$ cat src/rtl/fecg_pkg.sv
// fecg_pkg: definitions shared by the fetal ECG datapath blocks.
//   state_t    : phases of the streaming Frobenius normaliser
//   clog2      : ceiling log2, usable in parameter expressions
//   acc_width  : width of a sum of n squared data_w-bit signed values
//   norm_width : width of the integer square root of an acc_w-bit value
package fecg_pkg;

  typedef enum logic [1:0] {
    S_LOAD = 2'd0,
    S_SQRT = 2'd1,
    S_DIV  = 2'd2,
    S_OUT  = 2'd3
  } state_t;

  function automatic int clog2(input int value);
    int r;
    int v;
    r = 0;
    v = value - 1;
    while (v > 0) begin
      r++;
      v = v >> 1;
    end
    return r;
  endfunction

  function automatic int acc_width(input int data_w, input int n);
    return 2 * data_w + clog2(n);
  endfunction

  function automatic int norm_width(input int acc_w);
    return (acc_w + 1) / 2;
  endfunction

endpackage

$ cat src/rtl/serial_divider.sv
// serial_divider: unsigned restoring divider, one quotient bit per cycle,
// MSB first, Q_W cycles per division.
//   clk, rst_n  : clock, asynchronous active-low reset
//   start_i     : first step; operands are consumed combinationally this cycle
//   dividend_i  : unsigned dividend (quotient must fit in Q_W bits)
//   divisor_i   : unsigned divisor
//   busy_o      : steps 2..Q_W in progress
//   done_o      : high during the final step; quotient_o is valid next cycle
//   quotient_o  : quotient, held until the next start
module serial_divider
  import fecg_pkg::*;
#(
  parameter int DVD_W = 31,
  parameter int DSR_W = 19,
  parameter int Q_W   = 15
) (
  input  logic             clk,
  input  logic             rst_n,
  input  logic             start_i,
  input  logic [DVD_W-1:0] dividend_i,
  input  logic [DSR_W-1:0] divisor_i,
  output logic             busy_o,
  output logic             done_o,
  output logic [Q_W-1:0]   quotient_o
);

  localparam int SD_W   = DSR_W + Q_W - 1;
  localparam int WORK_W = (DVD_W > SD_W) ? DVD_W : SD_W;
  localparam int CNT_W  = (clog2(Q_W) < 1) ? 1 : clog2(Q_W);
  localparam logic [CNT_W-1:0] LAST_STEP = CNT_W'(Q_W - 1);

  logic [WORK_W-1:0] rem_q, sd_q;
  logic [Q_W-1:0]    quo_q;
  logic [CNT_W-1:0]  cnt_q;
  logic              run_q;

  logic [WORK_W-1:0] cur_rem, cur_sd;
  logic [Q_W-1:0]    cur_quo;
  logic [CNT_W-1:0]  cur_cnt;
  logic              step_en, take;

  // The start cycle already performs the first step on the raw operands, so
  // the whole division occupies exactly Q_W cycles including the start cycle.
  assign cur_rem = start_i ? WORK_W'(dividend_i) : rem_q;
  assign cur_sd  = start_i ? (WORK_W'(divisor_i) << (Q_W - 1)) : sd_q;
  assign cur_quo = start_i ? '0 : quo_q;
  assign cur_cnt = start_i ? '0 : cnt_q;
  assign step_en = start_i | run_q;
  assign take    = cur_rem >= cur_sd;
  assign done_o  = step_en && (cur_cnt == LAST_STEP);

  // NOTE: state registers use non-blocking assignments so every flop samples
  // pre-edge values regardless of process evaluation order.
  always_ff @(posedge clk or negedge rst_n) begin
    if (!rst_n) begin
      rem_q <= '0;
      sd_q  <= '0;
      quo_q <= '0;
      cnt_q <= '0;
      run_q <= 1'b0;
    end else if (step_en) begin
      rem_q <= take ? (cur_rem - cur_sd) : cur_rem;
      sd_q  <= cur_sd >> 1;
      quo_q <= Q_W'({cur_quo, take});
      cnt_q <= cur_cnt + CNT_W'(1);
      run_q <= !done_o;
    end
  end

  assign busy_o     = run_q;
  assign quotient_o = quo_q;

endmodule

$ cat src/rtl/frob_normalize.sv
// frob_normalize: streaming matrix normaliser. Loads a SIZE_A x SIZE_B signed
// matrix row-major, computes floor(sqrt(sum x^2)) bit-serially, then emits
// every element divided by that norm as a signed FRAC_W-fraction value.
//   clk, rst_n          : clock, asynchronous active-low reset
//   in_valid/in_ready   : element input handshake (ready only while loading)
//   in_data             : signed element
//   out_valid/out_ready : normalised element handshake
//   out_data            : signed element/norm, FRAC_W fraction bits
//   out_last            : marks the N-th output element
//   norm                : most recently computed norm
//   busy                : high while not accepting a matrix
module frob_normalize
  import fecg_pkg::*;
#(
  parameter int  SIZE_A = 8,
  parameter int  SIZE_B = 8,
  parameter int  DATA_W = 16,
  parameter int  FRAC_W = 14,
  parameter int  OUT_W  = 16,
  localparam int N      = SIZE_A * SIZE_B,
  localparam int ACC_W  = acc_width(DATA_W, N),
  localparam int NORM_W = norm_width(ACC_W)
) (
  input  logic                     clk,
  input  logic                     rst_n,
  input  logic                     in_valid,
  output logic                     in_ready,
  input  logic signed [DATA_W-1:0] in_data,
  output logic                     out_valid,
  input  logic                     out_ready,
  output logic signed [OUT_W-1:0]  out_data,
  output logic                     out_last,
  output logic [NORM_W-1:0]        norm,
  output logic                     busy
);

  localparam int IDX_W = clog2(N);
  localparam int SQC_W = clog2(NORM_W);
  localparam int REM_W = NORM_W + 2;
  localparam int PAD_W = 2 * NORM_W;
  localparam int MAG_W = DATA_W + 1;
  localparam int DVD_W = MAG_W + FRAC_W;
  localparam int Q_W   = FRAC_W + 1;
  localparam logic [IDX_W-1:0] LAST_IDX = IDX_W'(N - 1);
  localparam logic [SQC_W-1:0] SQ_FIRST = SQC_W'(NORM_W - 1);

  state_t                    state_q, state_d;
  logic [IDX_W-1:0]          idx_q, idx_d;
  logic [ACC_W-1:0]          acc_q, acc_d;
  logic [NORM_W-1:0]         norm_q, norm_d;
  logic [NORM_W-1:0]         root_q, root_d;
  logic [REM_W-1:0]          rem_q, rem_d;
  logic [SQC_W-1:0]          sq_cnt_q, sq_cnt_d;
  logic signed [DATA_W-1:0]  elem_q [N];

  // Squaring of the incoming element (always non-negative).
  logic signed [2*DATA_W-1:0] in_ext, in_sq;
  assign in_ext = (2*DATA_W)'(in_data);
  assign in_sq  = in_ext * in_ext;

  // Square root step: bring down the next two accumulator bits (MSB pair
  // first) and try appending a 1 to the partial root.
  logic [PAD_W-1:0]  acc_pad;
  logic [1:0]        sq_pair;
  logic [REM_W-1:0]  sq_rem_sh, sq_trial, sq_rem_nxt;
  logic [NORM_W-1:0] sq_root_nxt;
  logic              sq_take;

  assign acc_pad     = PAD_W'(acc_q);
  assign sq_pair     = 2'(acc_pad >> {sq_cnt_q, 1'b0});
  assign sq_rem_sh   = REM_W'({rem_q, sq_pair});
  assign sq_trial    = {root_q, 2'b01};
  assign sq_take     = sq_rem_sh >= sq_trial;
  assign sq_rem_nxt  = sq_take ? (sq_rem_sh - sq_trial) : sq_rem_sh;
  assign sq_root_nxt = NORM_W'({root_q, sq_take});

  // Element under division: magnitude in, sign reapplied on the way out.
  logic signed [DATA_W-1:0] cur_elem;
  logic signed [MAG_W-1:0]  elem_ext;
  logic [MAG_W-1:0]         elem_mag;
  logic                     elem_neg;

  assign cur_elem = elem_q[idx_q];
  assign elem_neg = cur_elem[DATA_W-1];
  assign elem_ext = MAG_W'(cur_elem);
  assign elem_mag = elem_neg ? $unsigned(-elem_ext) : $unsigned(elem_ext);

  logic             div_start, div_busy, div_done;
  logic [DVD_W-1:0] div_dividend;
  logic [Q_W-1:0]   div_quot;

  assign div_dividend = {elem_mag, {FRAC_W{1'b0}}};
  assign div_start    = (state_q == S_DIV) && !div_busy;

  serial_divider #(
    .DVD_W (DVD_W),
    .DSR_W (NORM_W),
    .Q_W   (Q_W)
  ) u_div (
    .clk        (clk),
    .rst_n      (rst_n),
    .start_i    (div_start),
    .dividend_i (div_dividend),
    .divisor_i  (norm_q),
    .busy_o     (div_busy),
    .done_o     (div_done),
    .quotient_o (div_quot)
  );

  // NOTE: every signal written here gets a default first, so no path through
  // the case statement can leave one unassigned and infer a latch.
  always_comb begin
    state_d  = state_q;
    idx_d    = idx_q;
    acc_d    = acc_q;
    norm_d   = norm_q;
    root_d   = root_q;
    rem_d    = rem_q;
    sq_cnt_d = sq_cnt_q;
    unique case (state_q)
      S_LOAD: begin
        if (in_valid) begin
          acc_d = acc_q + ACC_W'($unsigned(in_sq));
          idx_d = idx_q + IDX_W'(1);
          if (idx_q == LAST_IDX) begin
            idx_d    = '0;
            root_d   = '0;
            rem_d    = '0;
            sq_cnt_d = SQ_FIRST;
            state_d  = S_SQRT;
          end
        end
      end
      S_SQRT: begin
        root_d   = sq_root_nxt;
        rem_d    = sq_rem_nxt;
        sq_cnt_d = sq_cnt_q - SQC_W'(1);
        if (sq_cnt_q == '0) begin
          norm_d  = sq_root_nxt;
          state_d = S_DIV;
        end
      end
      S_DIV: begin
        if (div_done) state_d = S_OUT;
      end
      S_OUT: begin
        if (out_ready) begin
          if (idx_q == LAST_IDX) begin
            idx_d   = '0;
            acc_d   = '0;
            state_d = S_LOAD;
          end else begin
            idx_d   = idx_q + IDX_W'(1);
            state_d = S_DIV;
          end
        end
      end
      default: state_d = S_LOAD;
    endcase
  end

  always_ff @(posedge clk or negedge rst_n) begin
    if (!rst_n) begin
      state_q  <= S_LOAD;
      idx_q    <= '0;
      acc_q    <= '0;
      norm_q   <= '0;
      root_q   <= '0;
      rem_q    <= '0;
      sq_cnt_q <= '0;
    end else begin
      state_q  <= state_d;
      idx_q    <= idx_d;
      acc_q    <= acc_d;
      norm_q   <= norm_d;
      root_q   <= root_d;
      rem_q    <= rem_d;
      sq_cnt_q <= sq_cnt_d;
    end
  end

  // NOTE: the element buffer has no reset; it is always fully rewritten in
  // LOAD before any entry is read, and leaving it out keeps it a plain array.
  always_ff @(posedge clk) begin
    if (state_q == S_LOAD && in_valid) elem_q[idx_q] <= in_data;
  end

  // An all-zero matrix has norm 0; the divider still runs but its result is
  // meaningless, so the output is forced to zero.
  logic signed [OUT_W-1:0] quot_ext;
  assign quot_ext = OUT_W'(div_quot);

  assign in_ready  = (state_q == S_LOAD);
  assign busy      = (state_q != S_LOAD);
  assign out_valid = (state_q == S_OUT);
  assign out_last  = out_valid && (idx_q == LAST_IDX);
  assign out_data  = (out_valid && norm_q != '0) ? (elem_neg ? -quot_ext : quot_ext) : '0;
  assign norm      = norm_q;

endmodule

$ cat config.mk
export PLATFORM = sky130hd
export DESIGN_NAME = frob_normalize
export DESIGN_NICKNAME = d
export VERILOG_FILES = /design/src/rtl/fecg_pkg.sv /design/src/rtl/serial_divider.sv /design/src/rtl/frob_normalize.sv
export SDC_FILE = /design/constraint.sdc
export NUM_CORES = 2
export LEC_CHECK = 0
export CAP_MARGIN = 20
export CELL_PAD_IN_SITES_DETAIL_PLACEMENT = 1
export CELL_PAD_IN_SITES_GLOBAL_PLACEMENT = 2
export CORE_ASPECT_RATIO = 1.5
export CORE_MARGIN = 3
export CORE_UTILIZATION = 43
export DETAILED_ROUTE_END_ITERATION = 12
export PLACE_DENSITY = 0.75
export RECOVER_POWER = 100
export SYNTH_ARGS = -nofsm -noshare
export SYNTH_HDL_FRONTEND = slang
export SYNTH_SLANG_ARGS = --single-unit
$ cat constraint.sdc
create_clock -name clk -period 5.8 [get_ports clk]
set_input_delay 1.16 -clock clk [delete_from_list [all_inputs] [get_ports clk]]
set_output_delay 1.16 -clock clk [all_outputs]
set_load 0.005 [all_outputs]
==> results.cfg <==
[outcome]
status = finished, violations left
violations = capacitance limit, slew limit, setup timing

[sta]
setup_ws_ps = -1950
totalNegativeSetupSlack_ps = -53280
worst_pin_slew_ps = 4770
rsz0062_at_grt = true
worst_clock_skew_ps = 72.9
min_period_over_period = 1.34
max_freq_mhz = 129
max-slew-margin-rel = -2.18
slew_viol_final = 157
hold_viol_final = 0
final-setup-viol-count = 62
period_minus_slack_ps = 7750

[setup_path]
crit_family = adder cells
path_buf_inv = 9
reg2reg_depth = 34
slowest_stage = fa_1
path_common_cell = inv_1
critPathMaxFanout = 6
worst_path_largest_cell_delay_ps = 540
reg2reg_slack_ps = -550
crit_required_ps = 6410
crit_path_end_kind = flop
crit_type = primary input to flop
worstSetupPathDepth = 32
cp-start-kind = primary input
worstPathArrival_ps = 8360

[floorplanning]
io_pins = 59
dieWidth_um = 314
fp-row-count = 169
die_y_um = 469
initial_core_util = 0.433
die-area_um2 = 147000
core-area_um2 = 142000

[detailed_routing]
wirelength_mm = 185
vias_per_cell = 5.62
ant_nets = 0
route.met2.wl_mm = 102
drc_errors = 0
wl_met1_mm = 67.1
first_pass_iters = 8
wl_met3_mm = 7.85
drtIter0Drc = 2916
wire_per_inst_um = 26.5
maxUsedRoutingLayer = met5
via_count = 39275

[synthesis]
synth_seq_cells = 1217
syn_nets = 4643
ys_top_cells_by_count = edfxtp_1, inv_1, nand2_1
synth.cell_area_um2 = 61400
synth_edf_count = 1024
synth.area.top_cells = edfxtp_1, mux4_2, dfrtp_1
synth_top_cell_by_area = edfxtp_1
ys_seq_area_frac = 0.580
yosys_warnings = 0
syn_area_per_cell_um2 = 14.6
synth_ff_type = edfxtp_1
async_reset_ff_frac = 0.159
ys_types = 81
synth_cells = 4202
synthMostInstantiatedCell = edfxtp_1
synth_top_area_frac = 0.501

[place]
port_buffers = 58
gp_congestion = 0.865
place_area_um2 = 69000
hpwl_mm = 126

[clock_network]
hold_buffers = 0
clk_path_buf_depth = 3
tritoncts = built
cts-htree-levels = 3
clkLatencyLatePin_ps = 760
clkSinkCount = 1217
clk_pin_slew_ps = 60
cts_buffers = 107
cts_root_buf = clkbuf_16

[layout]
multi_input_comb_area_um2 = 25200
utilization = 0.538
drive_above_1_share = 0.321
nFillCells = 13804
seqCellArea_um2 = 35600
area_growth_pct = 24.1
nets = 5452
design_area_um2 = 76200

[flow_run]
drv_cap = 3

[global_route]
grt_max_degree = 83
grt_pass1_wl_mm = 275
antenna_found_initial = 5
grt_overflow_total = 0
grt_pass1_vias = 43512
grt_usage = 0.251

[hold_path]
hold_class = flop to flop
holdPathStages = 1
-- cell usage in the layout (no fill, tap or decap), types with 30 or more instances in the layout --
cell,Yosys,routed
edfxtp_1,1024,1024
buf_4,15,689
inv_1,392,366
nand2_1,312,266
mux4_2,265,265
fa_1,239,228
nor2_1,221,197
dfrtp_1,193,190
ha_1,182,155
clkbuf_16,0,112
a21oi_1,145,107
xnor2_1,85,77
o21ai_0,123,72
buf_6,23,71
a21o_1,65,64
xor2_1,57,54
and2_1,61,53
nand3_1,56,48
buf_12,0,46
mux2i_1,46,45
a22o_1,48,42
o21ai_1,13,42
a22oi_1,49,41
o211ai_1,31,31
nand2_2,0,30
-- final timing paths --
path                                startpoint         endpoint
worst max-delay path                in_data[7]      acc_pad[37]
worst min-delay path            u_div.cnt_q[0]   u_div.cnt_q[0]
worst max register to register        idx_q[0]  u_div.rem_q[18]
worst min register to register  u_div.cnt_q[0]   u_div.cnt_q[0]
max in group asynchronous                rst_n         idx_q[1]
min in group asynchronous                rst_n   u_div.sd_q[20]
-- metrics by stage --
step | instances | worst slack, ps | hold WS (ps)
after detailed placement | 6625 | -3070 | 466
after floorplan | 4202 | -2370 | 440
after global placement | 6625 | -3010 | 454
after CTS | 6909 | -1950 | 469
final | 6985 | -1950 | 489
after global routing | 6984 | -2260 | 514
-- layer usage --
metal | vias up | track usage
li1 | 17185 | -
met1 | 20731 | 0.287
met2 | 1037 | 0.475
met3 | 320 | 0.0289
met4 | 2 | 0.100
met5 | - | 0
-- timing repair --
| item | 4_1_cts | 5_1_grt |
|---|---|---|
| endpoints found under the setup margin | 79 | 74 |
| resized for setup | 330 | 265 |
| buffers inserted | 85 | 86 |
| cloned | 5 | 4 |
| pin swaps | 132 | 202 |
-- layout make-up --
class                   instances  area share
diodes                          3   0.0000985
clock buffers                 127      0.0367
clock inverters                72      0.0112
inverters                     395      0.0196
multi-input cells            2402       0.331
flip-flops and latches       1217       0.467
well taps                    1881      0.0309
repair buffers                888       0.103
-- sequential cells by signal, summed over array words and instances (netlist names) --
| signal | flops |
|---|---|
| acc_pad | 38 |
| elem_q | 1024 |
| idx_q | 6 |
| norm | 19 |
| rem_q | 19 |
| root_q | 19 |
| sq_cnt_q | 5 |
| state_q | 2 |
| u_div.busy_o | 1 |
| u_div.cnt_q | 4 |
| u_div.quotient_o | 15 |
| u_div.rem_q | 33 |
| u_div.sd_q | 32 |
-- cells by family (layout without fill, tap and decap cells) --
| group | after synthesis | after routing | share of synthesized area |
|---|---|---|---|
| compound gates | 689 | 689 | 0.0759 |
| buf+inv | 583 | 1482 | 0.0402 |
| mux | 322 | 322 | 0.107 |
| other cells | 0 | 3 | 0 |
| simple gates | 828 | 828 | 0.0621 |
| flops | 1217 | 1217 | 0.580 |
| fa+ha+maj | 421 | 421 | 0.115 |
| xor+xnor | 142 | 142 | 0.0203 |
Power is not shown: default switching activity piles up to over one toggle a cycle in this logic, so the estimate is an artifact.
